==> config.mk <==
export PLATFORM = sky130hd
export DESIGN_NAME = mul_issue_sched_flat
export DESIGN_NICKNAME = d
export VERILOG_FILES = /design/src/rtl/mul_issue_sched_pkg.sv /design/src/rtl/mul_issue_sched_if.sv /design/src/rtl/mul_issue_sched_tag_delay.sv /design/src/rtl/mul_issue_sched.sv /design/src/flat_wrapper.sv
export SDC_FILE = /design/constraint.sdc
export NUM_CORES = 1
export LEC_CHECK = 0
export ABC_AREA = 1
export CAP_MARGIN = 20
export CORE_AREA = 2 2 39 41
export DETAILED_ROUTE_END_ITERATION = 6
export DIE_AREA = 0 0 41 43
export PLACE_DENSITY = 0.7
export SETUP_SLACK_MARGIN = 0.05
export SKIP_LAST_GASP = 1
export SYNTH_ARGS = -nofsm -noshare
export SYNTH_HDL_FRONTEND = slang
export SYNTH_HIERARCHICAL = 1
export SYNTH_SLANG_ARGS = --single-unit
==> constraint.sdc <==
create_clock -name clk -period 5.75 [get_ports clk]
set_clock_uncertainty 0.2 [all_clocks]
set_input_delay 0.575 -clock clk [delete_from_list [all_inputs] [get_ports clk]]
set_output_delay 0.575 -clock clk [all_outputs]
set_load 0.005 [all_outputs]
==> src/rtl/mul_issue_sched_pkg.sv <==
// rtl/mul_issue_sched_pkg.sv - shared types for the multiplier issue scheduler
//
// Purpose: requester id, scheduler state and pipeline tag types, plus the
//          round-robin pick helper used by the arbiter.
// Ports:   none (package).
package mul_sched_pkg;

  typedef logic req_id_t;

  typedef enum logic [1:0] {
    RUN   = 2'd0,
    DRAIN = 2'd1,
    DONE  = 2'd2
  } sched_state_t;

  typedef struct packed {
    logic    vld;
    req_id_t id;
  } mul_tag_t;

  localparam int unsigned NUM_REQ = 2;

  // With both requesters pending the pointer decides; otherwise the single
  // pending requester wins. With nothing pending the result is 0 and unused.
  function automatic req_id_t rr_pick(input logic [NUM_REQ-1:0] valid,
                                      input req_id_t ptr);
    req_id_t pick;
    if (valid == 2'b11) begin
      pick = ptr;
    end else if (valid[1]) begin
      pick = 1'b1;
    end else begin
      pick = 1'b0;
    end
    return pick;
  endfunction

endpackage

==> src/rtl/mul_issue_sched_if.sv <==
// rtl/mul_issue_sched_if.sv - issue/result/drain bundle for the scheduler
//
// Purpose: groups the requester handshake, multiplier control, result tag
//          and drain handshake of mul_issue_sched.
// Signals:
//   req_valid[1:0]  requester -> sched   issue request per requester
//   req_ready[1:0]  sched -> requester   one-hot grant
//   mul_start       sched -> datapath    operand capture strobe
//   mul_sel         sched -> datapath    operand mux select (granted id)
//   res_valid       sched -> consumer    result valid at pipeline output
//   res_id          sched -> consumer    owner of current result
//   inflight        sched -> control     issued but not yet retired
//   drain_req       control -> sched     stop issuing and empty pipeline
//   drain_done      sched -> control     pipeline empty, issue stopped
// Modports: master = requesters/control side, slave = scheduler side.
interface mul_issue_sched_if #(
  parameter int LATENCY = 4
);
  import mul_sched_pkg::*;

  localparam int CNT_W = $clog2(LATENCY + 1);

  logic [NUM_REQ-1:0] req_valid;
  logic [NUM_REQ-1:0] req_ready;
  logic               mul_start;
  req_id_t            mul_sel;
  logic               res_valid;
  req_id_t            res_id;
  logic [CNT_W-1:0]   inflight;
  logic               drain_req;
  logic               drain_done;

  modport master (
    output req_valid,
    output drain_req,
    input  req_ready,
    input  mul_start,
    input  mul_sel,
    input  res_valid,
    input  res_id,
    input  inflight,
    input  drain_done
  );

  modport slave (
    input  req_valid,
    input  drain_req,
    output req_ready,
    output mul_start,
    output mul_sel,
    output res_valid,
    output res_id,
    output inflight,
    output drain_done
  );

endinterface

==> src/rtl/mul_issue_sched_tag_delay.sv <==
// rtl/mul_issue_sched_tag_delay.sv - fixed-depth tag register chain
//
// Purpose: delays a WIDTH-bit tag by exactly DELAY clock cycles, mirroring
//          the multiplier datapath latency. Async active-low clear empties
//          every stage so no stale tag survives a reset.
// Ports:
//   clk   in   1      rising-edge clock
//   rst   in   1      asynchronous, active-low clear
//   din   in   WIDTH  tag entering the chain
//   dout  out  WIDTH  tag leaving the chain DELAY cycles later
module tag_delay #(
  parameter int WIDTH = 2,
  parameter int DELAY = 4
) (
  input  logic             clk,
  input  logic             rst,
  input  logic [WIDTH-1:0] din,
  output logic [WIDTH-1:0] dout
);

  logic [WIDTH-1:0] stage_q [DELAY];

  always_ff @(posedge clk or negedge rst) begin
    if (!rst) begin
      for (int k = 0; k < DELAY; k++) begin
        stage_q[k] <= '0;
      end
    end else begin
      stage_q[0] <= din;
      for (int k = 1; k < DELAY; k++) begin
        stage_q[k] <= stage_q[k-1];
      end
    end
  end

  assign dout = stage_q[DELAY-1];

endmodule

==> src/rtl/mul_issue_sched.sv <==
// rtl/mul_issue_sched.sv - round-robin issue scheduler for the multiplier pipeline
//
// Purpose: shares one LATENCY-deep multiplier between two requesters, issuing
//          at most one operation per cycle, tagging each issue with its owner
//          so results come back labelled, and offering a drain handshake so
//          control can quiesce the pipeline before mode changes.
// Ports:
//   clk   in   1   rising-edge clock
//   rst   in   1   asynchronous, active-low reset
//   bus   slave    mul_issue_sched_if (requests, grants, multiplier control,
//                  result tag, in-flight count, drain handshake)
module mul_issue_sched
  import mul_sched_pkg::*;
#(
  parameter int LATENCY = 4
) (
  input  logic             clk,
  input  logic             rst,
  mul_issue_sched_if.slave bus
);

  localparam int CNT_W = $clog2(LATENCY + 1);

  sched_state_t       state_q, state_d;
  req_id_t            rr_ptr_q;
  logic [CNT_W-1:0]   inflight_q, inflight_d;

  logic               grant_en;
  req_id_t            gnt_id;
  logic [NUM_REQ-1:0] ready;
  logic               start;
  req_id_t            sel;
  mul_tag_t           tag_in, tag_out;
  logic               retire;

  // Grant only from RUN with no drain pending; the result path never feeds
  // back into the grant, so a requester can never stall on its own result.
  always_comb begin
    grant_en = (state_q == RUN) && !bus.drain_req && (|bus.req_valid);
    gnt_id   = rr_pick(bus.req_valid, rr_ptr_q);
    ready    = '0;
    if (grant_en) begin
      ready[gnt_id] = 1'b1;
    end
    start = |(bus.req_valid & ready);
    sel   = start ? gnt_id : 1'b0;
  end

  assign bus.req_ready = ready;
  assign bus.mul_start = start;
  assign bus.mul_sel   = sel;

  // Tag travels beside the operands; the chain depth equals the datapath
  // latency so the tag and the product leave together.
  always_comb begin
    tag_in     = '0;
    tag_in.vld = start;
    tag_in.id  = sel;
  end

  tag_delay #(
    .WIDTH ($bits(mul_tag_t)),
    .DELAY (LATENCY)
  ) u_tag_delay (
    .clk  (clk),
    .rst  (rst),
    .din  (tag_in),
    .dout (tag_out)
  );

  assign retire        = tag_out.vld;
  assign bus.res_valid = retire;
  assign bus.res_id    = retire ? tag_out.id : 1'b0;

  // One issue per cycle bounds the count by LATENCY, so no saturation.
  always_comb begin
    inflight_d = inflight_q + CNT_W'(start) - CNT_W'(retire);
  end

  assign bus.inflight = inflight_q;

  always_comb begin
    state_d = state_q;
    case (state_q)
      RUN: begin
        if (bus.drain_req) begin
          state_d = (inflight_q == '0) ? DONE : DRAIN;
        end
      end
      // Once draining, finish emptying even if drain_req drops; control then
      // sees one DONE cycle before issue resumes.
      DRAIN: begin
        if (inflight_d == '0) begin
          state_d = DONE;
        end
      end
      DONE: begin
        if (!bus.drain_req) begin
          state_d = RUN;
        end
      end
      default: state_d = RUN;
    endcase
  end

  assign bus.drain_done = (state_q == DONE);

  always_ff @(posedge clk or negedge rst) begin
    if (!rst) begin
      state_q    <= RUN;
      rr_ptr_q   <= 1'b0;
      inflight_q <= '0;
    end else begin
      state_q    <= state_d;
      inflight_q <= inflight_d;
      if (start) begin
        rr_ptr_q <= ~gnt_id;
      end
    end
  end

endmodule
==> src/flat_wrapper.sv <==
// flat-port wrapper written by rule: the top's interface ports become plain ports
module mul_issue_sched_flat import mul_sched_pkg::*;
#(
  parameter int LATENCY = 4
)
  (clk, rst, bus_req_valid, bus_drain_req, bus_req_ready, bus_mul_start, bus_mul_sel, bus_res_valid, bus_res_id, bus_inflight, bus_drain_done);
  mul_issue_sched_if #(.LATENCY(LATENCY)) bus_i ();
  input  logic clk;
  input  logic rst;
  input wire logic [$bits(bus_i.req_valid)-1:0] bus_req_valid;
  input wire logic [$bits(bus_i.drain_req)-1:0] bus_drain_req;
  output wire logic [$bits(bus_i.req_ready)-1:0] bus_req_ready;
  output wire logic [$bits(bus_i.mul_start)-1:0] bus_mul_start;
  output wire logic [$bits(bus_i.mul_sel)-1:0] bus_mul_sel;
  output wire logic [$bits(bus_i.res_valid)-1:0] bus_res_valid;
  output wire logic [$bits(bus_i.res_id)-1:0] bus_res_id;
  output wire logic [$bits(bus_i.inflight)-1:0] bus_inflight;
  output wire logic [$bits(bus_i.drain_done)-1:0] bus_drain_done;
  assign bus_i.req_valid = bus_req_valid;
  assign bus_i.drain_req = bus_drain_req;
  assign bus_req_ready = bus_i.req_ready;
  assign bus_mul_start = bus_i.mul_start;
  assign bus_mul_sel = bus_i.mul_sel;
  assign bus_res_valid = bus_i.res_valid;
  assign bus_res_id = bus_i.res_id;
  assign bus_inflight = bus_i.inflight;
  assign bus_drain_done = bus_i.drain_done;
  mul_issue_sched #(.LATENCY(LATENCY)) u_core (.clk(clk), .rst(rst), .bus(bus_i));
endmodule
# Yosys cells after proc, flatten, opt, wreduce, memory -nomap -nowiden
# Index checks and enable logic that the tools add are counted.
[totals] elab_cells=41 register_bits=14
[classes] reduce_logical=10 bitwise_logic=2 magnitude_cmp=2 mux=12 eq_ne=6 n_addsub=2
[op_table] operator="$mux 2" n=5
[op_table] operator="$logic_not 3->1" n=2
[op_table] operator="$pmux 2 s3" n=1
[op_table] operator="$mux 1" n=5
[op_table] operator="$eq 2x2->1 const B" n=2
[op_table] operator="$ne 2x2->1 const B" n=2
[op_table] operator="$reduce_or 2->1" n=2
[op_table] operator="$add 3x1->3" n=1
[op_table] operator="$logic_and 1x1->1" n=3
[op_table] operator="$reduce_and 3->1" n=1
[op_table] operator="$sub 3x1->3" n=1
[op_table] operator="$and 2x2->2" n=1
[op_table] operator="$eq 2x1->1 const B" n=1
[op_table] operator="$logic_not 2->1" n=1
[op_table] operator="$lt 1x2->1 const B" n=1
[op_table] operator="$ne 2x1->1 const B" n=1
[op_table] operator="$demux 1 s1" n=1
[op_table] operator="$ge 1x1->1 const B" n=1
[op_table] operator="$logic_not 1->1" n=1
[op_table] operator="$not 1->1" n=1

# Depth between registers and ports, before layout
[logic_depth] word_depth=14 depth_mapped=12

# Hierarchy
# The synthesis kept the hierarchy.
[modules_own_cells] mod="mul_issue_sched" seq_area_each_um2=150.1 instances=1 cells_per_inst=52 area_per_inst_um2=381.6
[modules_own_cells] mod="tag_delay" seq_area_each_um2=200.2 instances=1 cells_per_inst=10 area_per_inst_um2=215.2

# Worst setup path after synthesis
# No wires, ideal clock.
[synth_timing] path_type="input to register" from="in bus_drain_req" to="reg u_core.state_q[0]" stages=11 required_ns=5.422 setup_slack_ns=3.581 setup_ns=0.128 arrival_ns=1.841 n_path_buf=0 cell_sequence="nor3_2 -> o21ai_2 -> inv_1 -> ha_1 -> inv_1 -> fa_1 -> inv_1 -> nor2_1 -> nand3_1 -> nand2_1 -> o21ai_1"
[synth_between] elab_chain_cells=11
[synth_rtl] element="start: declaration" line_no="flat_wrapper.sv:11" rtl="input wire logic [$bits(bus_i.drain_req)-1:0] bus_drain_req;"
[synth_rtl] element="$logic_not 1->1" line_no="mul_issue_sched.sv:39" rtl="grant_en = (state_q == RUN) && !bus.drain_req && (|bus.req_valid);"
[synth_rtl] element="$logic_and 1x1->1 (2 in series)" line_no="mul_issue_sched.sv:39"
[synth_rtl] element="$mux 2" line_no="mul_issue_sched.sv:42" rtl="if (grant_en) begin"
[synth_rtl] element="$and 2x2->2" line_no="mul_issue_sched.sv:45" rtl="start = |(bus.req_valid & ready);"
[synth_rtl] element="$reduce_or 2->1" line_no="mul_issue_sched.sv:45"
[synth_rtl] element="named net bus_mul_start" line_no="flat_wrapper.sv:13" rtl="output wire logic [$bits(bus_i.mul_start)-1:0] bus_mul_start;"
[synth_rtl] element="$add 3x1->3" line_no="mul_issue_sched.sv:77" rtl="inflight_d = inflight_q + CNT_W'(start) - CNT_W'(retire);"
[synth_rtl] element="$sub 3x1->3" line_no="mul_issue_sched.sv:77"
[synth_rtl] element="named net u_core.inflight_d[1]" line_no="mul_issue_sched.sv:26" rtl="logic [CNT_W-1:0] inflight_q, inflight_d;"
[synth_rtl] element="$logic_not 3->1" line_no="mul_issue_sched.sv:93" rtl="if (inflight_d == '0) begin"
[synth_rtl] element="$ne 2x1->1 (no source line)"
[synth_rtl] element="$reduce_and 3->1 (no source line)"
[synth_rtl] element="end signal: assignment" line_no="mul_issue_sched.sv:114" rtl="state_q <= state_d;"
[synth_rtl] element="end: declaration" line_no="mul_issue_sched.sv:24" rtl="sched_state_t state_q, state_d;"
# The timed path passes the listed nets, and every way through them passes these cells.
# A chain may end at the register's enable or synchronous reset.

# Worst setup path in the final report
[layout_timing] from="in bus_drain_req" to="out bus_mul_sel"
[layout_between] elab_chain_cells=7
[layout_rtl] element="$logic_not 1->1" line_no="mul_issue_sched.sv:39"
[layout_rtl] element="$logic_and 1x1->1 (2 in series)" line_no="mul_issue_sched.sv:39"
[layout_rtl] element="$mux 2" line_no="mul_issue_sched.sv:42"
[layout_rtl] element="$and 2x2->2" line_no="mul_issue_sched.sv:45"
[layout_rtl] element="$reduce_or 2->1" line_no="mul_issue_sched.sv:45"
[layout_rtl] element="$mux 1" line_no="mul_issue_sched.sv:46" rtl="sel = start ? gnt_id : 1'b0;"
[layout_rtl] element="end: declaration" line_no="flat_wrapper.sv:14" rtl="output wire logic [$bits(bus_i.mul_sel)-1:0] bus_mul_sel;"
# No other way between the ends.

==> results by group <==
STA
  • Number of max-slew violations in the final report: 0
  • Total of endpoints with negative setup slack in the final report: 0
  • Setup TNS: 0 ps
  • Crit path setup slack, layout: 3020 ps
  • Unrepaired setup endpoints after global routing: no
  • Tcrit/Tclk final: 47.4%
  • Worst slew margin relative to its limit: 60.2%
  • Max frequency: 367 MHz
  • Final hold violations: 0
  • Least-Margin Pin Slew: 595 ps
  • Min Clock Period, post-route: 2730 ps

Worst setup path
  • Critical Path Fanout Max: 6
  • Data arrival time at the worst-slack endpoint: 1950 ps
  • Kind of start point of the critical path: input port
  • CP most frequent cell: sky130_fd_sc_hd__clkdlybuf4s50_1
  • Cell with the largest stage delay on the worst path: sky130_fd_sc_hd__clkdlybuf4s50_1
  • Worst path cell trace: clkdlybuf4s50_1 > nor3_2 > o21ai_2 > nor2_1 > clkdlybuf4s50_1
  • Worst setup EP type: output port
  • Highest cell delay on the worst timing path: 510 ps
  • Setup Crit Path Kind: in -> out
  • WP data required: 4970 ps
  • Critical path buffers and inverters: 2
  • Kind of cell adding the most delay to the critical path: buffers and inverters

Logic synthesis
  • Synth Area per Inst: 9.63 µm²
  • Yosys top cell area share: 58.7%
  • Synth Register Bits: 14
  • Most common cell in the netlist: sky130_fd_sc_hd__dfrtp_1
  • Post-synth design cell area: 597 µm²
  • Library cell with the largest summed area after synthesis: sky130_fd_sc_hd__dfrtp_1
  • Sequential fraction of the synthesis area: 58.7%
  • YS warnings: 6
  • Top post-synthesis cells by count: sky130_fd_sc_hd__dfrtp_1 (14), sky130_fd_sc_hd__inv_1 (13), sky130_fd_sc_hd__nand2_1 (12), sky130_fd_sc_hd__nor2_1 (7), sky130_fd_sc_hd__nand3_1 (3)
  • Count of flip-flops with a built-in enable after synthesis: 0
  • Gate count after technology mapping: 62
  • Leading post-synthesis cells by cell area: sky130_fd_sc_hd__dfrtp_1 (59%), sky130_fd_sc_hd__inv_1 (8.2%), sky130_fd_sc_hd__nand2_1 (7.5%)
  • Unique cell type count in the Yosys netlist: 15
  • Nets in the synthesized netlist: 70
  • Ys flop type: sky130_fd_sc_hd__dfrtp_1
  • Asr flop ratio synth: 100%

Power
  • Peak VDD IR: 0.217 mV
  • Power per Cell Area: 490 nW/µm²
  • Static Leak: 0.000413 µW

Final layout
  • Filler Cell Count: 121
  • Signed area change from the synthesized netlist to the final layout: 30.4%
  • Area used by sequential logic in the layout: 350 µm²
  • Number of nets in the layout: 87
  • Final instance area: 778 µm²
  • Diode count: 0
  • Non-Filler Instances: 94
  • Footprint of the multi-input gates: 183 µm²
  • Fraction of final layout cells sized beyond drive strength 1: 10.3%

Place
  • Placed cell areas: 742 µm²
  • Number of cells in the design after placement: 90
  • Final weighted congestion in routability-driven placement: 0.666
  • Dpl hpwl: 719 µm
  • Placement-stage worst setup slack: 2920 ps
  • Number of buffers added on ports: 14

Clocking
  • Root Buffer: sky130_fd_sc_hd__clkbuf_4
  • Post-CTS setup buffers: 0
  • Maximum buffer depth of the clock tree: 2
  • Worst skew pair latency: 270 ps
  • Worst-path clk slew: 80 ps
  • Number of cells upsized or downsized after cts: 0
  • CTS sink cnt: 14
  • Hold-fix buffer count after cts: 0
  • H-tree levels: 1
  • Total clock buffers created by CTS: 3
  • TritonCTS clock tree: built

Global routing
  • First-pass GRT wire length: 1.54 mm
  • Number of antenna violations at the first check in global routing: 0
  • Overflow left after global routing: 0
  • Vias in the first global route: 414
  • Gr usage total: 12.9%
  • Maximum number of pins on one net before global-route repair: 15

Floorplan
  • Die extent in y: 43 µm
  • I/O pins: 15
  • Number of placement rows: 14
  • Die Span X: 41 µm
  • Initial Util: 43.1%
  • Die area: 1760 µm²
  • Area of the core region: 1380 µm²

Routing
  • Number of detailed-route iterations in the first pass: 4
  • Number of vias in the routed layout: 423
  • Post-route DRC: 0
  • Wirelength per Cell: 9.81 µm
  • Starting DRC count in detailed routing: 8
  • Total wirelength of the detailed-routed design: 922 µm
  • Count of antenna-violating nets left after detailed routing: 0
  • Vias per cell: 4.50

Worst hold path
  • Path category of the worst min-delay check: reg -> reg

Run
  • Max-capacitance violation count: 0

Outcome
  • Status: finished clean
[power by group]
group / switching (µW) / internal (µW) / total, µW
Clock: 29.7 / 38.4 / 68.2
Combinational: 78.9 / 79.2 / 158
Sequential: 24.3 / 131 / 155
[cells in the final DEF, fill, tap and decap left out]
| cell type | instances |
|---|---|
| sky130_fd_sc_hd__clkdlybuf4s50_1 | 14 |
| sky130_fd_sc_hd__nor3_2 | 1 |
| sky130_fd_sc_hd__o21ai_0 | 1 |
| sky130_fd_sc_hd__dfrtp_1 | 14 |
| sky130_fd_sc_hd__nor3_1 | 1 |
| sky130_fd_sc_hd__fa_1 | 1 |
| sky130_fd_sc_hd__clkbuf_4 | 3 |
| sky130_fd_sc_hd__nand2_1 | 12 |
| sky130_fd_sc_hd__nor2_1 | 7 |
| sky130_fd_sc_hd__o21ai_1 | 2 |
| sky130_fd_sc_hd__o21ai_2 | 1 |
| sky130_fd_sc_hd__nand3_1 | 3 |
| sky130_fd_sc_hd__inv_1 | 13 |
| sky130_fd_sc_hd__nor2_2 | 1 |
| sky130_fd_sc_hd__ha_1 | 2 |
| sky130_fd_sc_hd__nand2_2 | 1 |
| sky130_fd_sc_hd__clkbuf_8 | 1 |
[cell type report]
class	count	share of cell area [%]
inverters	13	6.27
flip-flops and latches	14	45.0
clock buffers	4	4.66
multi-input cells	33	23.5
repair buffers	14	18.0
well taps	16	2.57
[flip-flops by register name, indices dropped and copies added (netlist names)]
signal,cells
u_core/bus.inflight,3
u_core/rr_ptr_q,1
u_core/state_q,2
u_core/u_tag_delay/dout,2
u_core/u_tag_delay/stage_q,6
[stage by stage]
| stage | power [µW] | hold slack (ps) | utilization (%) |
|---|---|---|---|
| floorplan | 251 | 79.4 | - |
| global placement | 309 | 132 | 53.6 |
| detailed placement | 317 | 135 | 53.6 |
| CTS | 386 | 153 | 56.2 |
| global route | 418 | 166 | 56.2 |
| finish | 382 | 152 | 56.2 |
[routing by layer]
layer  GRT usage, %  up-vias  wire, µm  part of all wire [%]
li1               -      216         -                     -
met1           16.7      184       424                    46
met2           19.7       21       418                    45
met3           3.14        2        72                   7.8
met4           6.00        0         6                  0.65
met5              0        -         0                     0
[worst paths after layout]
check                                                   start                             to  slack, ps  cells past startpoint
worst min register to register  u_core/u_tag_delay/stage_q[5]  u_core/u_tag_delay/stage_q[3]        150                      0
max in group asynchronous                                 rst     u_core/u_tag_delay/dout[0]       4490                      1
min in group asynchronous                                 rst              u_core/state_q[1]        480                      1
worst min-delay path            u_core/u_tag_delay/stage_q[5]  u_core/u_tag_delay/stage_q[3]        150                      0
worst max register to register              u_core/state_q[0]              u_core/state_q[0]       3500                     11
worst max-delay path                            bus_drain_req                    bus_mul_sel       3020                      5
[cell families (layout without fill, tap and decap cells)]
logic type	after synthesis	count (layout)	share of synthesized area (%)
AND/OR/NAND/NOR	26	26	19.1
buffers and inverters	15	31	10.7
flip-flops	14	14	58.7
AO/OA/AOI/OAI	4	4	3.98
adder cells (fa/ha/maj)	3	3	7.55
[worst reg2reg max path, delay by kind of cell, from the launching register on]
kind / cells / cell delay [ps]
compound gates: 2 / 180
fa+ha+maj: 2 / 650
buf+inv: 3 / 220
flops: 1 / 440
simple gates: 4 / 450
(Power assumes the default switching activity.)
==> variant, RTL diff (same flow settings) <==
`NUM_REQ`: 2 -> 4.
--- a/src/rtl/mul_issue_sched_pkg.sv
+++ b/src/rtl/mul_issue_sched_pkg.sv
@@ -18,7 +18,7 @@
     req_id_t id;
   } mul_tag_t;
 
-  localparam int unsigned NUM_REQ = 2;
+  localparam int unsigned NUM_REQ = 4;
 
   // With both requesters pending the pointer decides; otherwise the single
   // pending requester wins. With nothing pending the result is 0 and unused.
Ports: changed (resized bus_req_ready and bus_req_valid); port bits go from 15 to 19. The function was not compared with the original's and may differ.
==> variant against the unedited design <==
Combinational power down 4%; via count up 9.7%; sequential cell count unchanged; area after synthesis up 6.3%; worst setup slack worse by 170 ps; cell area up 5.9%; total power down 1.8%; first-iteration DRC count up 50%; wire length down 2.5%; critical endpoint is now bus_mul_start; largest cell class unchanged.
==> variant: results (changes against the unedited design) <==
metric;value;unit;change
WHS;153;ps;+1.48 ps
share of cells above drive strength 1;10.5;%;+0.21 points
synth unique cells;16;;+1
number of instances in the placed design;98;;+8.9%
first-pass GRT wire length;1550;um;+0.46%
Arr. time, crit path;2120;ps;+170 ps
sequential share of cell area;42.5;%;-2.5 points
crit path capture;bus_mul_start;;
GR Util met2;16.9;%;-2.8 points
HPWL Detailed;708;um;-1.5%
Mapped Cells;69;;+11%
DP Worst Slack;2740;ps;-181 ps
via count of the first global-routing pass;381;;-8.0%
Total GRT Usage;13.5;%;+0.53 points
Seq/Total Area, Yosys;55.2;%;-3.5 points
sw frac;33.9;%;-0.90 points
outcome;completed;;
Max Clk Rate;345;MHz;-5.9%
Post-Route WL;899;um;-2.5%
DR vias;464;;+9.7%
Leak;0.000423;uW;+2.5%
maximum vdd drop;0.000211;V;-3.0%
most area-consuming cells after synthesis;dfrtp_1, inv_1, nand2_1, buf_4, nor2_1;;
I/O Buffers;16;;+2
r2r setup slk;3390;ps;-110 ps
Setup crit start;bus_req_valid[0];;
Worst Reg-to-Reg Cells;13;;+2
post-layout util;59.6;%;+3.3 points
Fillers;134;;+11%
area of the multi-input gates;209;um2;+14%
Multi-In Gates;39;;+18%
Starting DRT DRC Count;12;;+4
==> variant: cell count changes after synthesis, sizes merged <==
cell / unedited run / this run
nand3: 3 / 6
nor2: 8 / 11
buf: 2 / 4
clkinv: 0 / 1
conb: 0 / 1
inv: 13 / 12
nand2: 13 / 12
nor3: 2 / 1
==> variant: power by group through the flow <==
stage	sequential, uW	clock (uW)	combinational [uW]
4_1_cts	155	71.7	155
5_1_grt	160	75.9	178
3_3_place_gp	155	0	151
2_1_floorplan	153	0	95.4
6_report	154	68.5	152
3_5_place_dp	157	0	154
==> variant: cells by family (layout without fill, tap and decap cells) <==
group                      Yosys count  after routing  share of synthesized area, %
other                                1              2                         0.591
buffers and inverters               17             33                          12.4
and+or+nand+nor                     30             30                          21.5
DFF                                 14             14                          55.2
adders and majority gates            3              3                          7.10
AOI/OAI and AO/OA                    4              4                          3.16
==> variant: routing by layer <==
metal	wire length [um]	part of all wire, %
met4	5	0.56
met3	99	11
met1	416	46
met2	377	42
met5	0	0
